### config.mk
export PLATFORM = sky130hd
export DESIGN_NAME = isp_wb_ctrl
export DESIGN_NICKNAME = d
export VERILOG_FILES = /design/src/rtl/isp_wb_ctrl.sv
export SDC_FILE = /design/constraint.sdc
export NUM_CORES = 1
export LEC_CHECK = 0
export ABC_AREA = 1
export ABC_CLOCK_PERIOD_IN_PS = 2900
export BUFFER_PORTS_ARGS = -buffer_cell sky130_fd_sc_hd__buf_4
export CAP_MARGIN = 10
export CORE_MARGIN = 2
export CORE_UTILIZATION = 57
export CTS_BUF_LIST = sky130_fd_sc_hd__clkbuf_4 sky130_fd_sc_hd__clkbuf_8
export CTS_CLUSTER_SIZE = 16
export DETAILED_ROUTE_END_ITERATION = 16
export PLACE_DENSITY_LB_ADDON = 0.05
export RECOVER_POWER = 25
export REMOVE_ABC_BUFFERS = 1
export SYNTH_ARGS = -nofsm -noshare
export SYNTH_HDL_FRONTEND = slang
export SYNTH_SLANG_ARGS = --single-unit
### constraint.sdc
create_clock -name pclk -period 2.9 [get_ports pclk]
set_input_delay 0.58 -clock pclk [delete_from_list [all_inputs] [get_ports pclk]]
set_output_delay 0.58 -clock pclk [all_outputs]
set_load 0.01 [all_outputs]
### src/rtl/isp_wb_ctrl.sv
// White-balance gain controller: host offers a gain pair, gains switch only at frame boundaries.
// Define WB_GAIN_RAMP_EN to move gains toward their targets by at most RAMP_STEP per frame.
module isp_wb_ctrl #(
  parameter int GAIN_W    = 12,
  parameter int DEF_GAIN  = 256,
  parameter int RAMP_STEP = 16
) (
  input  logic              pclk,
  input  logic              rst,
  input  logic              cfg_valid,
  output logic              cfg_ready,
  input  logic [GAIN_W-1:0] cfg_gain_r,
  input  logic [GAIN_W-1:0] cfg_gain_b,
  input  logic              in_vsync,
  output logic [GAIN_W-1:0] gain_r,
  output logic [GAIN_W-1:0] gain_b,
  output logic              upd_done,
  output logic [7:0]        frm_cnt
);

  localparam logic [GAIN_W-1:0] DEF = GAIN_W'(DEF_GAIN);

`ifdef WB_GAIN_RAMP_EN
  typedef enum logic [1:0] {IDLE, PEND, RAMP} state_t;
  localparam logic [GAIN_W-1:0] STEP = GAIN_W'(RAMP_STEP);

  // Clamped step: never passes the target, so no overshoot or wrap.
  function automatic logic [GAIN_W-1:0] stepToward(input logic [GAIN_W-1:0] cur,
                                                   input logic [GAIN_W-1:0] tgt);
    if (tgt > cur)      return ((tgt - cur) > STEP) ? cur + STEP : tgt;
    else if (cur > tgt) return ((cur - tgt) > STEP) ? cur - STEP : tgt;
    else                return cur;
  endfunction
`else
  typedef enum logic [1:0] {IDLE, PEND} state_t;
`endif

  state_t            r_state;
  state_t            w_stateNext;
  logic              r_vsQ;
  logic [GAIN_W-1:0] r_tgtR;
  logic [GAIN_W-1:0] r_tgtB;
  logic [GAIN_W-1:0] r_gainR;
  logic [GAIN_W-1:0] r_gainB;
  logic              r_updDone;
  logic [7:0]        r_frmCnt;
  logic              w_vsRise;
  logic              w_accept;
  logic              w_apply;
  logic              w_done;
  logic [GAIN_W-1:0] w_nextR;
  logic [GAIN_W-1:0] w_nextB;

  assign w_vsRise  = in_vsync & ~r_vsQ;
  assign cfg_ready = (r_state == IDLE);
  assign w_accept  = cfg_valid & cfg_ready;
  assign gain_r    = r_gainR;
  assign gain_b    = r_gainB;
  assign upd_done  = r_updDone;
  assign frm_cnt   = r_frmCnt;

  always_ff @(posedge pclk or posedge rst) begin
    if (rst) r_state <= IDLE;
    else     r_state <= w_stateNext;
  end

  always_comb begin
    w_stateNext = r_state;
    w_apply     = 1'b0;
    w_done      = 1'b0;
    w_nextR     = r_gainR;
    w_nextB     = r_gainB;
    case (r_state)
      IDLE: if (w_accept) w_stateNext = PEND;
`ifdef WB_GAIN_RAMP_EN
      PEND, RAMP: if (w_vsRise) begin
        w_apply = 1'b1;
        w_nextR = stepToward(r_gainR, r_tgtR);
        w_nextB = stepToward(r_gainB, r_tgtB);
        if (w_nextR == r_tgtR && w_nextB == r_tgtB) begin
          w_done      = 1'b1;
          w_stateNext = IDLE;
        end else begin
          w_stateNext = RAMP;
        end
      end
`else
      PEND: if (w_vsRise) begin
        w_apply     = 1'b1;
        w_nextR     = r_tgtR;
        w_nextB     = r_tgtB;
        w_done      = 1'b1;
        w_stateNext = IDLE;
      end
`endif
      default: w_stateNext = IDLE;
    endcase
  end

  // A transfer on a boundary cycle only captures; application waits for the next boundary.
  always_ff @(posedge pclk or posedge rst) begin
    if (rst) begin
      r_vsQ     <= 1'b0;
      r_tgtR    <= DEF;
      r_tgtB    <= DEF;
      r_gainR   <= DEF;
      r_gainB   <= DEF;
      r_updDone <= 1'b0;
      r_frmCnt  <= 8'd0;
    end else begin
      r_vsQ     <= in_vsync;
      r_updDone <= w_done;
      if (w_accept) begin
        r_tgtR <= cfg_gain_r;
        r_tgtB <= cfg_gain_b;
      end
      if (w_apply) begin
        r_gainR <= w_nextR;
        r_gainB <= w_nextB;
      end
      if (w_done)
        r_frmCnt <= 8'd0;
      else if (w_vsRise && r_frmCnt != 8'hFF)
        r_frmCnt <= r_frmCnt + 8'd1;
    end
  end

endmodule

==> impl_results.md, run 1 <==
- Seq/Total Area, Yosys: 61.1%
- Critical Path Start Type: register
- Placed cell count: approximately 340
- DR vias/cell: 4.99
- Avg Cell Area, Syn: 10.2 µm²
- Num CTS Buffers: 9
- Core ar.: between 4000 and 5000 µm²
- Die width: approximately 70 µm
- Nets: 334
- CTS tree: done
- Post-CTS Repair Setup Buffers: 0
- Syn Std Cell Area: ~2400 µm²
- Largest net degree at the start of global routing: 39
- Final setup viols: 0
- Ports: between 60 and 70
- Clock latency on the worst-skew pair: around 340 ps
- Reg clk slew, reported paths: around 60 ps
- Final wirelength: 4.78 mm
- Post-route DRC: 0
- Vias in the first global route: around 1800
- Final Hold Viols: 0
- Clk sinks: 59
- GRT Overall Usage: a little over a fifth
- Initial Util: about three fifths
- Max_slew headroom: 7.43%
- First-pass GRT wire length: 8.01 mm
- DR pass1 iterations: 4
- Final Max Slew Viols: 0
- Main synth FF type: dfrtp_1
- Post-DRT Antenna Nets: 0
- Full die area: around 4800 µm²
- Final Cycle Share: 63.2%
- Max VDD drop: roughly 0.00055 V
- Top cell type's share of synthesized area: 56.8%
- Share of flip-flops with an asynchronous set or reset: 100%
- RR Startpoint: r_state[0]$_DFFE_PP0P_
- Critical Path Start: r_state[0]$_DFFE_PP0P_
- CP Class: reg2reg
- Area Growth Syn to Fin: 29.7%
- PortBufs: around 60
- Final HPWL DP: 3.13 mm
- Drt wl/cell: between 10 and 15 µm
- Ant diodes: 0
- Worst EP arrival: 2050 ps
- Worst clock skew: around 4.3 ps
- Crit end category: register
- Multi-input combinational cell area: approximately 810 µm²
- 1st-iter DRT viols: between 60 and 70
- Max-capacitance violation count: 0
- Std cell rows: 23
- HP Start: in_vsync
- Total power: roughly 2.6 mW
- Post-synth EDFFs: 0
- Via count: between 1500 and 2000
- Worst EP required: around 3100 ps
- Power Density: 820 nW/µm²
- Synth warn: 0
- Post-Syn Instances: ~240
- Critical Path Max Stage Delay: about 620 ps
- Hold Crit Class: in2reg
- Period minus WS final: approximately 1800 ps
- Clk root buf: clkbuf_8
- Total congestion overflow: 0
- Setup TNS: 0 ps
- Outcome: completed
- Worst slew pin tran: around 1400 ps
- Critical-path top delay cell: nand2_1
- CP max FO: 25
- Initial antenna violation count: 0
- H-tree Lvls: 3
- Area leader, netlist: dfrtp_1
- Post-route insts no fill: 360
- Crit-path cells: inv_2 > nand2_1 > mux2_1
- Synth unique cells: 24
- Layout cells sized above 1: a little under a third
- Hold_buf cts: 0
- Fillers: between 200 and 300
- Register area: ~1500 µm²
- Leak pwr: 1.65 nW
- Gpl congestion: between 0.7 and 0.8
- Max Clock Freq: ~550 MHz
- Post-cts resize count: 0
- Die Ht: about 69 µm
- RSZ-0062 raised after global routing: false
- Buffer depth of the longest clock path: 2
- Register bit total from synthesis: a little under 60
- Top cells by area, synth: dfrtp_1, nand2_1, mux2_1
sequential cells by signal, indices dropped and copies added (netlist names):
signal	flops
gain_r	12
r_vsQ	1
upd_done	1
r_tgtB	12
frm_cnt	8
r_state	1
gain_b	12
r_tgtR	12
layout by cell type (no fill, tap or decap), drive strengths merged:
| master | n |
|---|---|
| nand3 | 6 |
| inv | 16 |
| o21ai | 7 |
| mux2 | 23 |
| buf | 62 |
| clkinv | 2 |
| nand3b | 1 |
| nand2 | 102 |
| or2 | 1 |
| ha | 1 |
| bufinv | 3 |
| clkbuf | 13 |
| xor2 | 1 |
| nor2 | 11 |
| dfrtp | 55 |
| dfstp | 4 |
| a21oi | 2 |
per-layer routing:
layer  GRT usage, %  wire (µm)  part of all wire, %  vias to the layer above
met5              0          0                    0                        -
met4           13.3        102                  2.1                        0
met3           6.25        258                  5.4                        9
met2           35.0       2380                   50                       47
met1           25.1       2040                   43                      858
li1               -          -                    -                      882
stage by stage:
step / setup slack (ps) / instance area, µm² / hold WS [ps] / util (%)
after detailed placement: 1180 / 2910 / 454 / 71.6
after global placement: 1240 / 2910 / 442 / 71.6
final: 1070 / 3140 / 385 / 77.5
after global routing: 906 / 3140 / 372 / 77.5
after CTS: 1310 / 3150 / 344 / 77.7
after floorplan: 870 / 2360 / 436 / -
report_power, final:
group	internal, mW	switching (mW)
clock	0.601	0.315
sequential	1.04	0.121
combinational	0.271	0.235
kinds of logic (layout without fill, tap and decap cells):
logic type | after synthesis | count (layout) | synth area share [%]
compound gates | 9 | 9 | 2.01
buf+inv | 24 | 96 | 5.01
xor+xnor | 1 | 1 | 0.361
fa+ha+maj | 1 | 1 | 0.516
mux | 23 | 23 | 10.7
simple gates | 121 | 121 | 20.3
flops | 59 | 59 | 61.1
Yosys cell counts (2+ instances only):
cell type	n
nand3_1	6
o21ai_0	4
buf_2	4
dfrtp_1	55
buf_6	3
inv_2	2
nand2_2	2
mux2_2	5
dfstp_2	4
inv_1	14
o21ai_1	2
nor2_2	2
mux2_1	18
nand2_1	99
a21oi_1	2
nor2_1	8
final timing paths:
check                                         end  slack (ps)  cells past startpoint
min in group asynchronous   gain_r[5]$_DFFE_PP0P_         640                      2
max in group asynchronous  r_tgtR[10]$_DFFE_PP0P_        1370                      3
setup reg to reg            r_tgtB[7]$_DFFE_PP0P_        1070                      3
setup / recovery            r_tgtB[7]$_DFFE_PP0P_        1070                      3
hold reg to reg             gain_b[0]$_DFFE_PP0P_         470                      2
hold / removal                    r_vsQ$_DFF_PP0_         380                      1
worst max-delay path, delay by kind of cell, from the launching register on:
family,cells,cell delay [ps]
muxes,1,580
buffers and inverters,1,90
and+or+nand+nor,1,620
DFF,1,420
area by class of cell:
class	count	area share, %
Sequential cell	59	47.1
Inverter	16	1.91
Clock inverter	5	3.18
Tap cell	50	1.99
Multi-Input combinational cell	155	25.9
Clock buffer	11	4.62
Timing Repair Buffer	64	15.3
Note: power is estimated with default switching activity, not from simulation.
==> inputs of run 2 (changes only) <==
--- a/config.mk
+++ b/config.mk
@@ -6,11 +6,11 @@
 export NUM_CORES = 1
 export LEC_CHECK = 0
 export ABC_AREA = 1
-export ABC_CLOCK_PERIOD_IN_PS = 2900
+export ABC_CLOCK_PERIOD_IN_PS = 1900
 export BUFFER_PORTS_ARGS = -buffer_cell sky130_fd_sc_hd__buf_4
 export CAP_MARGIN = 10
 export CORE_MARGIN = 2
-export CORE_UTILIZATION = 57
+export CORE_UTILIZATION = 54
 export CTS_BUF_LIST = sky130_fd_sc_hd__clkbuf_4 sky130_fd_sc_hd__clkbuf_8
 export CTS_CLUSTER_SIZE = 16
 export DETAILED_ROUTE_END_ITERATION = 16
==> constraint.sdc (replaced) <==
create_clock -name pclk -period 1.9 [get_ports pclk]
set_input_delay 0.38 -clock pclk [delete_from_list [all_inputs] [get_ports pclk]]
set_output_delay 0.38 -clock pclk [all_outputs]
set_load 0.01 [all_outputs]
==> run 2 against run 1 <==
Net effect:
- largest power group unchanged
- critical endpoint is now gain_r[8]
- setup slack lost 540 ps
- final cell count rose by 0.56%
- routed wire length shrank 6.1%
- largest cell class unchanged
- register-to-register slack worse by 510 ps
- combinational power up 51%
- critical path depth shrank 2
- hold slack lost 200 ps
- clock skew up 4.0 ps
- via count decreased by 3.3%
==> impl_results.md, run 2 (synthesized netlist as in run 1, its figures left out) <==
- Hold_buf cts: 0 (unchanged)
- Post-cts resize count: 0 (unchanged)
- RSZ-0062 raised after global routing: false
- Outcome: completed
- Die width: 71.0 µm (+2.6%)
- CP Class: reg2out
- Buffer depth of the longest clock path: 2 (unchanged)
- GRT Overall Usage: 20.4% (-1.1 points)
- Crit-path cells: buf_4
- Final Max Slew Viols: 0 (unchanged)
- Critical Path Max Stage Delay: 540 ps (-80 ps)
- Clk sinks: 59 (unchanged)
- Initial Util: 55.7% (-4.1 points)
- Vias in the first global route: 1708 (-5.9%)
- HP Start: in_vsync
- Num CTS Buffers: 9 (unchanged)
- Crit path buf inv count: 1 (unchanged)
- Drt wl/cell: 12.4 µm (-6.6%)
- Post-DRT Antenna Nets: 0 (unchanged)
- Hold endpoint: r_vsQ$_DFF_PP0_
- Ant diodes: 0 (unchanged)
- Worst clock skew: 8.28 ps (+4.00 ps)
- Hold Crit Class: in2reg
- Max VDD drop: 0.000666 V (+22%)
- Post-route DRC: 0 (unchanged)
- Final setup viols: 0 (unchanged)
- Leak pwr: 1.62 nW (-1.4%)
- Layout cells sized above 1: 31.9% (+0.32 points)
- Crit path max-delay family: flip-flops
- Ports: 62 (unchanged)
- Full die area: 5040 µm² (+5.2%)
- Initial antenna violation count: 0 (unchanged)
- Max Clock Freq: about 730 MHz
- Die Ht: 71.0 µm (+2.6%)
- DR vias/cell: 4.80 (-3.8%)
- Post-route insts no fill: 362 (+0.56%)
- Total congestion overflow: 0 (unchanged)
- Worst Hold Depth: 1 (unchanged)
- Area Growth Syn to Fin: 27.1%
- CP max FO: 2 (-92%)
- Setup TNS: 0 ps (unchanged)
- Critical path depth: 1 (-2)
- Final wirelength: 4.49 mm (-6.1%)
- Max_slew headroom: 8.29% (+0.86 points)
- Critical-path top delay cell: dfstp_2
- Final Cycle Share: between 70% and 80%
- Reg clk slew, reported paths: 70 ps (about the same)
- Core ar.: 4350 µm² (+7.3%)
- Total power: 3.53 mW (+37%)
- Reg2reg end: frm_cnt[2]$_DFFE_PP0P_
- First-pass GRT wire length: 7.75 mm (-3.3%)
- Commonest cells after routing, fill and taps aside: nand2_1, buf_4, dfrtp_1, mux2_1, inv_1
- Post-CTS Repair Setup Buffers: 0 (unchanged)
- Placed cell count: 346 (+0.58%)
- Period minus WS final: 1380 ps
- Crit end category: primary output
- Clock latency on the worst-skew pair: 330 ps (about the same)
- Power Density: 1150 nW/µm² (+40%)
- Clk root buf: clkbuf_8
- Via count: 1737 (-3.3%)
- CTS tree: done
- FF-to-FF setup slack: 560 ps (-510 ps)
- WHS: 187 ps (-198 ps)
- PortBufs: 61 (unchanged)
- Final core utilization: 70.8% (-6.7 points)
- Gpl congestion: 0.772 (+1.6%)
- Worst EP required: 1520 ps (-1600 ps)
- Critical Path Start Type: register
- Largest net degree at the start of global routing: 60 (+54%)
- Final HPWL DP: 2.99 mm (-4.7%)
- Max-capacitance violation count: 0 (unchanged)
- Worst reg-to-reg path cell count: 7 (+4)
- DR pass1 iterations: 4 (unchanged)
- Commonest non-fill, non-tap cell in the layout: nand2_1
- RR Startpoint: frm_cnt[0]$_DFFE_PP0P_
- Worst EP arrival: 1000 ps (-1050 ps)
- Std cell rows: 24 (+4.3%)
- 1st-iter DRT viols: 163 (+140%)
- H-tree Lvls: 3 (unchanged)
- Nets: 334 (unchanged)
- Worst slew pin tran: 1380 ps (-11.3 ps)
- Final Hold Viols: 0 (unchanged)
[run 2: metrics by stage]
stage	worst slack (ps)	area (µm²)
floorplan	70.3	2360
global route	195	3080
CTS	507	3100
global placement	515	2920
detailed placement	524	2920
finish	524	3080
[run 2: how the worst max path moves through the flow]
stage	startpoint	endpoint	slack, ps
CTS	r_state[0]$_DFFE_PP0P_	cfg_ready	510
finish	gain_r[8]$_DFFE_PP1P_	gain_r[8]	520
floorplan	rst	frm_cnt[0]$_DFFE_PP0P_	70
global placement	in_vsync	frm_cnt[2]$_DFFE_PP0P_	520
detailed placement	in_vsync	frm_cnt[2]$_DFFE_PP0P_	520
global route	rst	frm_cnt[6]$_DFFE_PP0P_	190
[run 2: final cells by class]
class,count,area (µm²)
fill,355,1270
timing repair buffer,64,478
clock inverter,3,15.0
multi-input combinational,155,822
clock buffer,13,160
tap,52,65.1
sequential,59,1480
inverter,16,60.1
[run 2: report_power, final]
group	total, mW	switching, mW	leakage (nW)	internal (mW)
clock network	1.00	0.458	0.0974	0.546
registers	1.76	0.178	0.719	1.58
logic	0.765	0.351	0.807	0.414
total	3.53	0.986	1.62	2.54
[run 2: per-layer routing]
layer	vias up	global-route usage, %	routed length, µm
li1	880	-	-
met1	806	25.7	1990
met2	42	31.8	2180
met3	9	7.69	243
met4	0	8.81	72
met5	-	0	0
==> inputs of run 3 (changes only) <==
--- a/config.mk
+++ b/config.mk
@@ -5,12 +5,12 @@
 export SDC_FILE = /design/constraint.sdc
 export NUM_CORES = 1
 export LEC_CHECK = 0
-export ABC_AREA = 1
-export ABC_CLOCK_PERIOD_IN_PS = 1900
+export ABC_AREA = 0
+export ABC_CLOCK_PERIOD_IN_PS = 1250
 export BUFFER_PORTS_ARGS = -buffer_cell sky130_fd_sc_hd__buf_4
 export CAP_MARGIN = 10
 export CORE_MARGIN = 2
-export CORE_UTILIZATION = 54
+export CORE_UTILIZATION = 49
 export CTS_BUF_LIST = sky130_fd_sc_hd__clkbuf_4 sky130_fd_sc_hd__clkbuf_8
 export CTS_CLUSTER_SIZE = 16
 export DETAILED_ROUTE_END_ITERATION = 16
==> constraint.sdc (replaced) <==
create_clock -name pclk -period 1.25 [get_ports pclk]
set_input_delay 0.25 -clock pclk [delete_from_list [all_inputs] [get_ports pclk]]
set_output_delay 0.25 -clock pclk [all_outputs]
set_load 0.01 [all_outputs]
==> run 3 against run 2 <==
Net effect:
- the run now ends with setup timing left
- count of clock-buffer cells in the layout rose by 1
- hold slack got worse by 130 ps
- setup slack got worse by 710 ps
- sequential cell count did not move
- critical path type is now reg2reg
- largest cell class unchanged
==> impl_results.md, run 3 <==
- Syn Std Cell Area: 2380 µm² (-1.9%)
- DR vias/cell: 5.42 (+13%)
- Die width: 73.7 µm (+3.7%)
- Worst EP required: 1450 ps (-70 ps)
- Drt wl/cell: 18.2 µm (+47%)
- Worst Hold Depth: 1 (unchanged)
- Layout cells sized above 1: 69.1% (+37 points)
- Hold endpoint: r_vsQ$_DFF_PP0_
- Violated checks: setup timing
- Most frequent cell after synthesis: dfrtp_1
- Worst EP arrival: 1640 ps (+640 ps)
- Num CTS Buffers: 9 (unchanged)
- Nets: 283 (-15%)
- Final Max Slew Viols: 0 (unchanged)
- Max_slew headroom: 65.4% (+57 points)
- CTS tree: done
- Gpl congestion: 0.821 (+6.3%)
- Final Hold Viols: 0 (unchanged)
- Area leader, netlist: dfrtp_1
- RSZ-0062 raised after global routing: true
- Final wirelength: 5.69 mm (+27%)
- Avg Cell Area, Syn: 15.0 µm² (+47%)
- Full die area: 5430 µm² (+7.6%)
- Worst reg-to-reg path cell count: 5 (-2)
- Die Ht: 73.7 µm (+3.7%)
- Reg2reg end: frm_cnt[5]$_DFFE_PP0P_
- First-pass GRT wire length: 8.35 mm (+7.8%)
- Ports: 62 (unchanged)
- Final HPWL DP: 3.49 mm (+17%)
- RR Startpoint: frm_cnt[0]$_DFFE_PP0P_
- FF-to-FF setup slack: -180 ps (-740 ps)
- PortBufs: 61 (unchanged)
- Max-capacitance violation count: 0 (unchanged)
- Ant diodes: 0 (unchanged)
- WHS: 58.2 ps (-129 ps)
- Main synth FF type: dfrtp_1
- DP Worst Slack: -195 ps (-719 ps)
- CP Class: reg2reg
- Initial Util: 50.7% (-5.0 points)
- Share of flip-flops with an asynchronous set or reset: 100% (unchanged)
- Power Density: 1800 nW/µm² (+58%)
- Register bit total from synthesis: 59 (unchanged)
- Outcome: complete, but fails checks
- Core ar.: 4690 µm² (+7.8%)
- Synth top cells by count: dfrtp_1, mux2_2, o21ai_0
- Placed cell count: 285 (-18%)
- Top cells by area, synth: dfrtp_1, mux2_2, dfstp_2
- Post-route DRC: 0 (unchanged)
- Final setup margin: -184 ps (-708 ps)
- Critical Path Start Type: register
- Final core utilization: 76.2% (+5.4 points)
- Final setup viols: 58 (+58)
- Commonest non-fill, non-tap cell in the layout: buf_4
- Buffer depth of the longest clock path: 2 (unchanged)
- GRT Overall Usage: 21.3% (+0.93 points)
- Post-synth EDFFs: 0 (unchanged)
- Std cell rows: 25 (+4.2%)
- Post-Syn Instances: 159 (-33%)
- Final Cycle Share: 115%
- Leak pwr: 1.72 nW (+6.0%)
- Area Growth Syn to Fin: 50.2%
- Total congestion overflow: 0 (unchanged)
- Post-route insts no fill: 313 (-14%)
- Largest net degree at the start of global routing: 60 (unchanged)
- Seq/Total Area, Yosys: 62.3% (+1.2 points)
- Synth unique cells: 28 (+17%)
- HP Start: in_vsync
- H-tree Lvls: 3 (unchanged)
- Initial antenna violation count: 0 (unchanged)
- Top cell type's share of synthesized area: 57.9% (+1.1 points)
- Clk sinks: 59 (unchanged)
- Worst slew pin tran: 519 ps (-857 ps)
- Commonest cells after routing, fill and taps aside: buf_4, dfrtp_1, mux2_2, mux2_4, buf_6
- CP max FO: 5 (+3)
- Period minus WS final: about 1400 ps
- Clk root buf: clkbuf_8
- Hold Crit Class: in2reg
- Crit end category: register
- Synth warn: 0 (unchanged)
- Vias in the first global route: 1742 (+2.0%)
- Post-DRT Antenna Nets: 0 (unchanged)
- DR pass1 iterations: 4 (unchanged)
- Reg clk slew, reported paths: 70 ps (about the same)
- Max VDD drop: 0.00105 V (+57%)
- Worst clock skew: 10.4 ps (+2.08 ps)
- Max Clock Freq: ~700 MHz
- Clock latency on the worst-skew pair: 330 ps (about the same)
- 1st-iter DRT viols: 108 (-34%)
- Via count: 1698 (-2.2%)
run 3: cell types whose count changed in the layout (fill, tap and decap cells not counted), moves of 4 or more:
cell	change
mux2_4	+24
mux2_2	+19
mux2_1	-18
inv_1	-12
buf_4	+4
nand3_1	-6
nand2_1	-93
buf_6	+17
run 3: layer usage:
metal | vias to the layer above | track usage [%] | routed length (µm)
li1 | 760 | - | -
met3 | 16 | 5.90 | 267
met5 | - | 0 | 0
met1 | 861 | 24.1 | 2270
met2 | 61 | 34.4 | 3020
met4 | 0 | 15.6 | 134
run 3: cell families (layout without fill, tap and decap cells):
logic type / Yosys count / after routing / share of synthesized area [%]
AOI/OAI and AO/OA: 16 / 16 / 4.73
muxes: 49 / 49 / 23.1
and+or+nand+nor: 25 / 25 / 6.15
DFF: 59 / 59 / 62.3
adders and majority gates: 1 / 1 / 0.526
buffers and inverters: 9 / 109 / 3.16
run 3: what timing repair did:
action,in CTS,in global routing
endpoints found under the hold margin,55,0
hold buffers,1,0
resized for setup,43,33
gates cloned,1,2
endpoints found under the setup margin,61,64
pin swaps,5,7
setup buffers,6,2
run 3: per-stage QoR:
step	TNS [ps]	total power [mW]	cell area, µm²
2_1_floorplan	-46990	3.54	2310
3_3_place_gp	-995	4.28	3000
3_5_place_dp	-2350	4.41	3000
4_1_cts	-3270	6.37	3400
5_1_grt	-6950	6.73	3570
6_report	-4510	6.45	3570
run 3: critical path, stage by stage, from the launching register on:
cell and delay (ps):
dfrtp_1 410, ha_4 170, nand4_1 180, o21ai_4 280, nand2b_4 200, o41ai_2 70
run 3: power by group:
group / internal (mW) / switching, mW / total (mW)
clock network: 1.13 / 0.697 / 1.82
logic: 1.13 / 0.667 / 1.80
registers: 2.50 / 0.323 / 2.83
total: 4.76 / 1.69 / 6.45
run 3: worst max-delay path by stage:
stage / slack (ps) / depth (start not counted) / endpoint / from
after global routing: -240 / 5 / frm_cnt[2]$_DFFE_PP0P_ / frm_cnt[0]$_DFFE_PP0P_
after detailed placement: -190 / 5 / frm_cnt[5]$_DFFE_PP0P_ / frm_cnt[0]$_DFFE_PP0P_
after global placement: -80 / 5 / frm_cnt[5]$_DFFE_PP0P_ / frm_cnt[0]$_DFFE_PP0P_
after floorplan: -890 / 2 / r_tgtB[0]$_DFFE_PP0P_ / r_state[0]$_DFFE_PP0P_
after CTS: -110 / 4 / r_tgtR[2]$_DFFE_PP0P_ / r_state[0]$_DFFE_PP0P_
final: -180 / 5 / frm_cnt[5]$_DFFE_PP0P_ / frm_cnt[0]$_DFFE_PP0P_
run 3: final cells by class:
class / count / area, µm²
sequential: 59 / 1490
fill: 289 / 1120
multi-input combinational: 91 / 997
timing repair buffer: 90 / 792
clock buffer: 14 / 180
tap: 54 / 67.6
clock inverter: 2 / 35.0
inverter: 3 / 16.3
